**config.mk**
```make
export PLATFORM = sky130hd
export DESIGN_NAME = shift_reg_seq_ctrl
export DESIGN_NICKNAME = d
export VERILOG_FILES = /design/src/rtl/shift_reg_seq_ctrl_pkg.sv /design/src/rtl/shift_reg_seq_ctrl_op_dec.sv /design/src/rtl/shift_reg_seq_ctrl.sv
export SDC_FILE = /design/constraint.sdc
export NUM_CORES = 1
export LEC_CHECK = 0
export BUFFER_PORTS_ARGS = -buffer_cell sky130_fd_sc_hd__buf_2
export CAP_MARGIN = 20
export CORE_UTILIZATION = 49
export DETAILED_ROUTE_END_ITERATION = 10
export PLACE_DENSITY = 0.82
export REMOVE_ABC_BUFFERS = 1
export SLEW_MARGIN = 5
export SYNTH_ARGS = -nofsm -noshare
export SYNTH_HDL_FRONTEND = slang
export SYNTH_SLANG_ARGS = --single-unit
```
**constraint.sdc**
```tcl
create_clock -name clk_i -period 2.4 [get_ports clk_i]
set_input_delay 0 -clock clk_i [delete_from_list [all_inputs] [get_ports clk_i]]
set_output_delay 0 -clock clk_i [all_outputs]
set_load 0.01 [all_outputs]
```
**src/rtl/shift_reg_seq_ctrl_pkg.sv**
```systemverilog
// Shared encodings for the shift-register command sequencer: op codes,
// controller states and the s1/s0 mode values of the universal shift register.
package shift_ctrl_pkg;

    localparam logic [2:0] OP_NOP  = 3'b000;
    localparam logic [2:0] OP_LOAD = 3'b001;
    localparam logic [2:0] OP_SHL  = 3'b010;
    localparam logic [2:0] OP_SHR  = 3'b011;
    localparam logic [2:0] OP_ROL  = 3'b100;
    localparam logic [2:0] OP_ROR  = 3'b101;
    localparam logic [2:0] OP_ASR  = 3'b110;
    localparam logic [2:0] OP_RSVD = 3'b111;

    typedef enum logic [1:0] {
        ST_IDLE  = 2'd0,
        ST_LOAD  = 2'd1,
        ST_SHIFT = 2'd2,
        ST_DONE  = 2'd3
    } state_t;

    localparam logic [1:0] MODE_HOLD = 2'b00;
    localparam logic [1:0] MODE_SHR  = 2'b01;
    localparam logic [1:0] MODE_SHL  = 2'b10;
    localparam logic [1:0] MODE_LOAD = 2'b11;

    function automatic logic op_is_shift(input logic [2:0] op);
        return (op == OP_SHL) || (op == OP_SHR) || (op == OP_ROL) ||
               (op == OP_ROR) || (op == OP_ASR);
    endfunction

endpackage

```
**src/rtl/shift_reg_seq_ctrl_op_dec.sv**
```systemverilog
// Maps a shift/rotate op plus the register's end bits onto the register's
// mode pins and serial inputs for one shift cycle.
module shift_op_dec
    import shift_ctrl_pkg::*;
(
    input  logic [2:0] i_op,
    input  logic       i_q_msb,
    input  logic       i_q_lsb,
    output logic       o_s1,
    output logic       o_s0,
    output logic       o_msb_in,
    output logic       o_lsb_in
);

    logic [1:0] w_mode;
    logic       w_msb_in;
    logic       w_lsb_in;

    always_comb begin
        w_mode   = MODE_HOLD;
        w_msb_in = 1'b0;
        w_lsb_in = 1'b0;
        case (i_op)
            OP_SHL: w_mode = MODE_SHL;
            OP_SHR: w_mode = MODE_SHR;
            OP_ROL: begin
                w_mode   = MODE_SHL;
                w_lsb_in = i_q_msb;
            end
            OP_ROR: begin
                w_mode   = MODE_SHR;
                w_msb_in = i_q_lsb;
            end
            // Sign bit is re-injected at the top on every step.
            OP_ASR: begin
                w_mode   = MODE_SHR;
                w_msb_in = i_q_msb;
            end
            default: w_mode = MODE_HOLD;
        endcase
    end

    assign o_s1     = w_mode[1];
    assign o_s0     = w_mode[0];
    assign o_msb_in = w_msb_in;
    assign o_lsb_in = w_lsb_in;

endmodule

```
**src/rtl/shift_reg_seq_ctrl.sv**
```systemverilog
// Command sequencer for a universal shift register: accepts one command per
// handshake, drives mode/serial/parallel pins for N cycles, then pulses done.
module shift_reg_seq_ctrl
    import shift_ctrl_pkg::*;
#(
    parameter int WIDTH = 4,
    parameter int CNT_W = 3
) (
    input  logic             clk_i,
    input  logic             rst_i,
    input  logic             cmd_valid_i,
    output logic             cmd_ready_o,
    input  logic [2:0]       cmd_op_i,
    input  logic [CNT_W-1:0] cmd_amt_i,
    input  logic [WIDTH-1:0] cmd_data_i,
    input  logic [WIDTH-1:0] reg_q_i,
    output logic             s0_o,
    output logic             s1_o,
    output logic             msb_in_o,
    output logic             lsb_in_o,
    output logic [WIDTH-1:0] i_par_o,
    output logic             busy_o,
    output logic             done_o,
    output logic [1:0]       dbg_state_o
);

    state_t           r_state;
    state_t           w_state_nxt;
    logic [CNT_W-1:0] r_cnt;
    logic [2:0]       r_op;
    logic [WIDTH-1:0] r_data;

    logic w_accept;
    logic w_dec_s1;
    logic w_dec_s0;
    logic w_dec_msb_in;
    logic w_dec_lsb_in;
    logic w_unused_q;

    // Handshake: a command transfers on any posedge where cmd_valid_i and
    // cmd_ready_o are both high; ready is high only in IDLE and does not
    // depend on valid. Command inputs are don't-care at every other edge.
    assign w_accept = cmd_valid_i && (r_state == ST_IDLE);

    // Only the end bits of the register feed the serial inputs.
    assign w_unused_q = ^reg_q_i;

    shift_op_dec u_op_dec (
        .i_op     (r_op),
        .i_q_msb  (reg_q_i[WIDTH-1]),
        .i_q_lsb  (reg_q_i[0]),
        .o_s1     (w_dec_s1),
        .o_s0     (w_dec_s0),
        .o_msb_in (w_dec_msb_in),
        .o_lsb_in (w_dec_lsb_in)
    );

    always_ff @(posedge clk_i) begin
        if (rst_i) begin
            r_state <= ST_IDLE;
            r_cnt   <= '0;
            r_op    <= OP_NOP;
            r_data  <= '0;
        end else begin
            r_state <= w_state_nxt;
            if (w_accept) begin
                r_op   <= cmd_op_i;
                r_data <= cmd_data_i;
                r_cnt  <= cmd_amt_i;
            end else if (r_state == ST_SHIFT) begin
                r_cnt <= r_cnt - CNT_W'(1);
            end
        end
    end

    always_comb begin
        w_state_nxt = r_state;
        cmd_ready_o = 1'b0;
        busy_o      = 1'b1;
        done_o      = 1'b0;
        s1_o        = 1'b0;
        s0_o        = 1'b0;
        msb_in_o    = 1'b0;
        lsb_in_o    = 1'b0;
        i_par_o     = '0;
        case (r_state)
            ST_IDLE: begin
                cmd_ready_o = 1'b1;
                busy_o      = 1'b0;
                if (w_accept) begin
                    if (cmd_op_i == OP_LOAD) begin
                        w_state_nxt = ST_LOAD;
                    end else if (op_is_shift(cmd_op_i) && (cmd_amt_i != '0)) begin
                        w_state_nxt = ST_SHIFT;
                    end else begin
                        w_state_nxt = ST_DONE;
                    end
                end
            end
            ST_LOAD: begin
                s1_o        = MODE_LOAD[1];
                s0_o        = MODE_LOAD[0];
                i_par_o     = r_data;
                w_state_nxt = ST_DONE;
            end
            ST_SHIFT: begin
                s1_o     = w_dec_s1;
                s0_o     = w_dec_s0;
                msb_in_o = w_dec_msb_in;
                lsb_in_o = w_dec_lsb_in;
                if (r_cnt == CNT_W'(1)) begin
                    w_state_nxt = ST_DONE;
                end
            end
            ST_DONE: begin
                done_o      = 1'b1;
                w_state_nxt = ST_IDLE;
            end
            default: w_state_nxt = ST_IDLE;
        endcase
    end

    assign dbg_state_o = r_state;

endmodule

```
# After elaboration in Yosys (flattened, before gate mapping)
# Index checks and enable logic that the tools add are counted.
[word_totals]
output_inout_bits = 13
register_bits = 12
in_bits = 17
[classes]
add_sub_neg = 1
n_reduce_logical = 12
n_eq_ne = 17
muxes = 18
[ops]
columns = ["op", "n"]
rows = [
  ["$eq A3 B3 Y1 const B", 6],
  ["$eq A3 B2 Y1 const B", 4],
  ["$pmux W2 S4", 1],
  ["$mux W1", 7],
  ["$eq A3 B1 Y1 const B", 2],
  ["$mux W2", 3],
  ["$mux W3", 2],
  ["$pmux W1 S2", 3],
  ["$eq A2 B2 Y1 const B", 2],
  ["$logic_or A1 B1 Y1", 4],
  ["$mux W4", 1],
  ["$pmux W2 S2", 1],
  ["$reduce_bool A3 Y1", 1],
  ["$reduce_or A3 Y1", 1],
  ["$sub A3 B1 Y3 const B", 1],
  ["$eq A2 B1 Y1 const B", 1],
  ["$logic_and A1 B1 Y1", 2],
  ["$logic_not A2 Y1", 1],
  ["$ne A2 B1 Y1 const B", 1],
  ["$ne A2 B2 Y1 const B", 1],
  ["$reduce_and A2 Y1", 1],
  ["$reduce_bool A2 Y1", 1],
  ["$reduce_or A2 Y1", 1],
]

# Depth between registers and ports, before layout
[depth]
ltp_word = 10
mapped_depth = 6
mapped_depth_nobuf = 6

# Modules after synthesis
# Synthesis repeated with hierarchy kept, for this count alone.
[hier_totals]
cells_unflattened = 94
hier_area_um2 = 805.8
[by_module_without_submodules]
columns = ["module", "area_each_um2", "seq_area_each_um2", "instances", "cells_each"]
rows = [
  ["shift_reg_seq_ctrl", 735.7, 240.2, 1, 85],
  ["shift_op_dec", 70.1, 0.0, 1, 9],
]

# Least setup slack after synthesis
# No wires, ideal clock.
[synth_timing]
kind = "flip-flop to flip-flop"
startpoint = "register r_state[0] (netlist: dbg_state_o[0])"
endpoint = "register r_state[1] (netlist: dbg_state_o[1])"
required_time_ns = 2.271
n_path_buf = 0
arrival_time_ns = 1.312
stages_incl_launch_ff = 7
path_slack_ns = 0.959
path_cell_list = "dfxtp_1 > inv_1 > ha_1 > inv_2 > a2bb2oi_2 > mux2i_1 > nor2_1"
[synth_between]
elab_chain_len = 4
elab_cells_between_ends = 9
cone_classes = "eq/ne: 5; mux: 1; reduce/logical: 3"
[synth_rtl]
columns = ["item", "line_no", "rtl"]
rows = [
  ["start, declared", "shift_reg_seq_ctrl.sv:27", "state_t r_state;"],
  ["start signal, assigned", "shift_reg_seq_ctrl.sv:65", "r_state <= w_state_nxt;"],
  ["$logic_not A2 Y1", "shift_reg_seq_ctrl.sv:43, shift_reg_seq_ctrl.sv:86", ""],
  ["$logic_and A1 B1 Y1", "shift_reg_seq_ctrl.sv:43", "assign w_accept = cmd_valid_i && (r_state == ST_IDLE);"],
  ["$ne A2 B2 Y1 (no line)", "n/a", ""],
  ["$reduce_and A2 Y1 (no line)", "n/a", ""],
]
# Parallel ways exist; a longest one is shown, timed or not.
# A chain may end at the register's enable or synchronous reset.

# Final worst setup path
[layout_timing]
startpoint = "register r_state[0] (netlist: dbg_state_o[0])"
endpoint = "output s0_o"
[layout_between]
elab_chain_len = 2
elab_cells_between_ends = 3
cone_classes = "eq/ne: 2; mux: 1"
[layout_rtl]
columns = ["item", "line_no", "rtl"]
rows = [
  ["$eq A2 B2 Y1 / $eq A2 B1 Y1 (equally long branches)", "shift_reg_seq_ctrl.sv:86", "case (r_state)"],
  ["$pmux W1 S2 (*)", "shift_reg_seq_ctrl.sv:86", ""],
  ["end, declared", "shift_reg_seq_ctrl.sv:17", "output logic s0_o,"],
]
# Mark *: on every way between the ends. The rest lies on a longest branch, timed or not.

==> impl_metrics.env <==
export IMPL_routed_wl_um=1652
export IMPL_wl_met3_um=84
export IMPL_clock_path_buffers=2
export IMPL_finalNetCount=149
export IMPL_drive_gt1_share_pct=27.20
export IMPL_rows=13
export IMPL_pin_count=30
export IMPL_power_frac_seq_pct=33.9
export IMPL_clock_skew_ps=2.025
export IMPL_path_cells="inv_1, ha_1, nor2b_1, a31oi_1, a21boi_1, buf_2"
export IMPL_drtIter0Drc=16
export IMPL_fin_crit_ps=1744
export IMPL_h_tree_depth=1
export IMPL_wl_met2_um=877
export IMPL_die_y_um=40.22
export IMPL_cellLeakagePower_nw=0.4493
export IMPL_p_int_mw=0.5359
export IMPL_cp_arrival_ps=1740
export IMPL_cts_setup_buffers=0
export IMPL_worst_hold_slack_ps=18.42
export IMPL_antenna_left=0
export IMPL_numCtsBuffers=3
export IMPL_fp_coreArea_um2=1334
export IMPL_maxCapViolations=0
export IMPL_io_buffer_count=27
export IMPL_syn_inst=90
export IMPL_dr_pass1_iters=4
export IMPL_timing_hold_violations_final=0
export IMPL_cts_sinks=12
export IMPL_final_setup_viol_count=0
export IMPL_cpPeakStageDelay_ps=360
export IMPL_root_buffer="clkbuf_4"
export IMPL_track_usage_pct=24.13
export IMPL_synth_ff_latch_count=12
export IMPL_crit_required_ps=2400
export IMPL_slew_viol_final=0
export IMPL_grt_ovfl_total=0
export IMPL_endpoint_kind="primary output"
export IMPL_globalplace_congestion=0.6649
export IMPL_place_ws_ps=955.2
export IMPL_slew_headroom_pct=73.80
export IMPL_path_buf_inv=2
export IMPL_drc=0
export IMPL_highest_layer="met4"
export IMPL_crit_type="flip-flop to primary output"
export IMPL_finalSetupTns_ps=0
export IMPL_antenna_found_initial=0
export IMPL_power_switching_mw=0.3469
export IMPL_grt_pass1_wl_um=2484
export IMPL_avgSynthCellArea_um2=7.952
export IMPL_clock_fmax_mhz=573.3
export IMPL_cp_top_family="adder cells"
export IMPL_synth_warnings=0
export IMPL_ys_types=29
export IMPL_final_common_cell="buf_2"
export IMPL_path_clk_slew_ps=80
export IMPL_p_comb_share_pct=47.9
export IMPL_pwr_density_cell_nw_per_um2=923.6
export IMPL_die_area_um2=1617
export IMPL_post_route_period_util_pct=72.68
export IMPL_hp_class="primary input to flip-flop"
export IMPL_routed_via_count=742
export IMPL_most_common_layout_cells="buf_2 (27), nand2_1 (20), dfxtp_1 (12)"
export IMPL_status="complete, no violations"
export IMPL_vias_per_cell=5.300
export IMPL_tightest_slew_ps=392.0
export IMPL_p_sw_share_pct=39.30
export IMPL_clk_latency_ps=270
export IMPL_fp_dieW_um=40.22
export IMPL_wl_met1_um=674
export IMPL_clkPwrFrac_pct=18.2
export IMPL_grt_pass1_vias=619
export IMPL_peakVddDrop_mv=0.6705
export IMPL_cts_tree="yes"
export IMPL_antenna_cells=0
export IMPL_cp_max_fo=8
export IMPL_start_util_pct=53.66
export IMPL_syn_area_um2=715.7
export IMPL_crit_slowest_cell="ha_1"
export IMPL_dp_hpwl_um=1207
export IMPL_syn2layout_area_growth_pct=33.57
export IMPL_cts_hold_buf=8
export IMPL_ys_seq_area_share_pct=33.57
export IMPL_power_mw=0.8828
export IMPL_setup_ws_ps=655.8
export IMPL_wl_per_cell_um=11.80
export IMPL_cts_resized=0
export IMPL_rsz0062_at_grt="false"
export IMPL_start_kind="flip-flop"
export IMPL_utilization_pct=71.67
export IMPL_grt_max_degree=14
[cells in the mapped netlist]
cell / number / area, µm²
a211oi_1: 1 / 7.510
a211oi_2: 1 / 12.51
a21boi_1: 1 / 7.510
a21oi_1: 10 / 50.05
a2bb2oi_2: 1 / 15.01
a31oi_1: 2 / 12.51
and2_1: 5 / 31.28
and3_1: 1 / 6.260
buf_4: 2 / 15.01
buf_6: 1 / 11.26
clkbuf_1: 1 / 3.750
dfxtp_1: 12 / 240.2
ha_1: 6 / 75.07
inv_1: 4 / 15.01
inv_2: 1 / 3.750
mux2i_1: 1 / 10.01
nand2_1: 20 / 75.07
nand2b_1: 1 / 6.260
nand3_1: 1 / 5.000
nand3b_1: 2 / 15.01
nor2_1: 6 / 22.52
nor2b_1: 2 / 12.51
nor3_1: 1 / 5.000
nor4_1: 1 / 6.260
nor4b_1: 1 / 8.760
o211ai_1: 1 / 7.510
o32ai_1: 1 / 8.760
xnor2_1: 1 / 8.760
xor2_1: 2 / 17.52
[metal layers]
metal / vias to the layer above / global-route usage [%]
li1: 377 / -
met1: 338 / 26.53
met2: 24 / 44.35
met3: 3 / 5.000
met4: 0 / 10.00
met5: - / 0
[path summary, 6_finish.rpt]
| check | startpoint | endpoint | slack, ps | cells after the start |
|---|---|---|---|---|
| min | cmd_amt_i[0] | r_cnt[0]$_SDFFE_PP0P_ | 20 | 3 |
| min reg2reg | r_data[2]$_SDFFE_PP0P_ | r_data[2]$_SDFFE_PP0P_ | 450 | 2 |
| max reg2reg | dbg_state_o[1]$_SDFFE_PP0P_ | r_cnt[1]$_SDFFE_PP0P_ | 930 | 5 |
| max | dbg_state_o[0]$_SDFFE_PP0P_ | s0_o | 660 | 6 |
[layout make-up]
class,instances,area (µm²)
multi-input combinational,69,426.7
fill,113,377.9
sequential,12,240.2
timing repair buffer,35,215.2
clock buffer,4,36.28
inverter,5,18.77
tap,15,18.77
[sequential cells by signal (all words and copies together) (netlist names)]
name and flops:
r_cnt 3, r_op 3, dbg_state_o 2, r_data 4
[kinds of logic (layout without fill, tap and decap cells)]
family                     after synthesis  count (layout)  share of synthesized area, %
AOI/OAI and AO/OA                       18              18                         16.96
xor gates and xnor gates                 3               3                         3.672
adders and majority gates                6               6                         10.49
buffers and inverters                    9              44                         6.816
DFF                                     12              12                         33.57
muxes                                    1               1                         1.399
and+or+nand+nor                         41              41                         27.10
[stage by stage]
step / instance area, µm² / std cells
finish: 955.9 / 140
global route: 955.9 / 140
CTS: 955.9 / 140
detailed placement: 839.6 / 128
global placement: 839.6 / 128
floorplan: 685.7 / 86
[power by group through the flow]
stage / clock network, mW / logic [mW] / registers (mW)
3_5_place_dp: 0 / 0.417 / 0.303
5_1_grt: 0.173 / 0.478 / 0.307
2_1_floorplan: 0 / 0.298 / 0.299
4_1_cts: 0.166 / 0.423 / 0.299
6_report: 0.161 / 0.423 / 0.299
3_3_place_gp: 0 / 0.396 / 0.299
[tightest hold or removal path: stages]
cell and delay [ps]:
buf_2 100, nor2_1 90, a211oi_1 50
(Power assumes the default switching activity.)
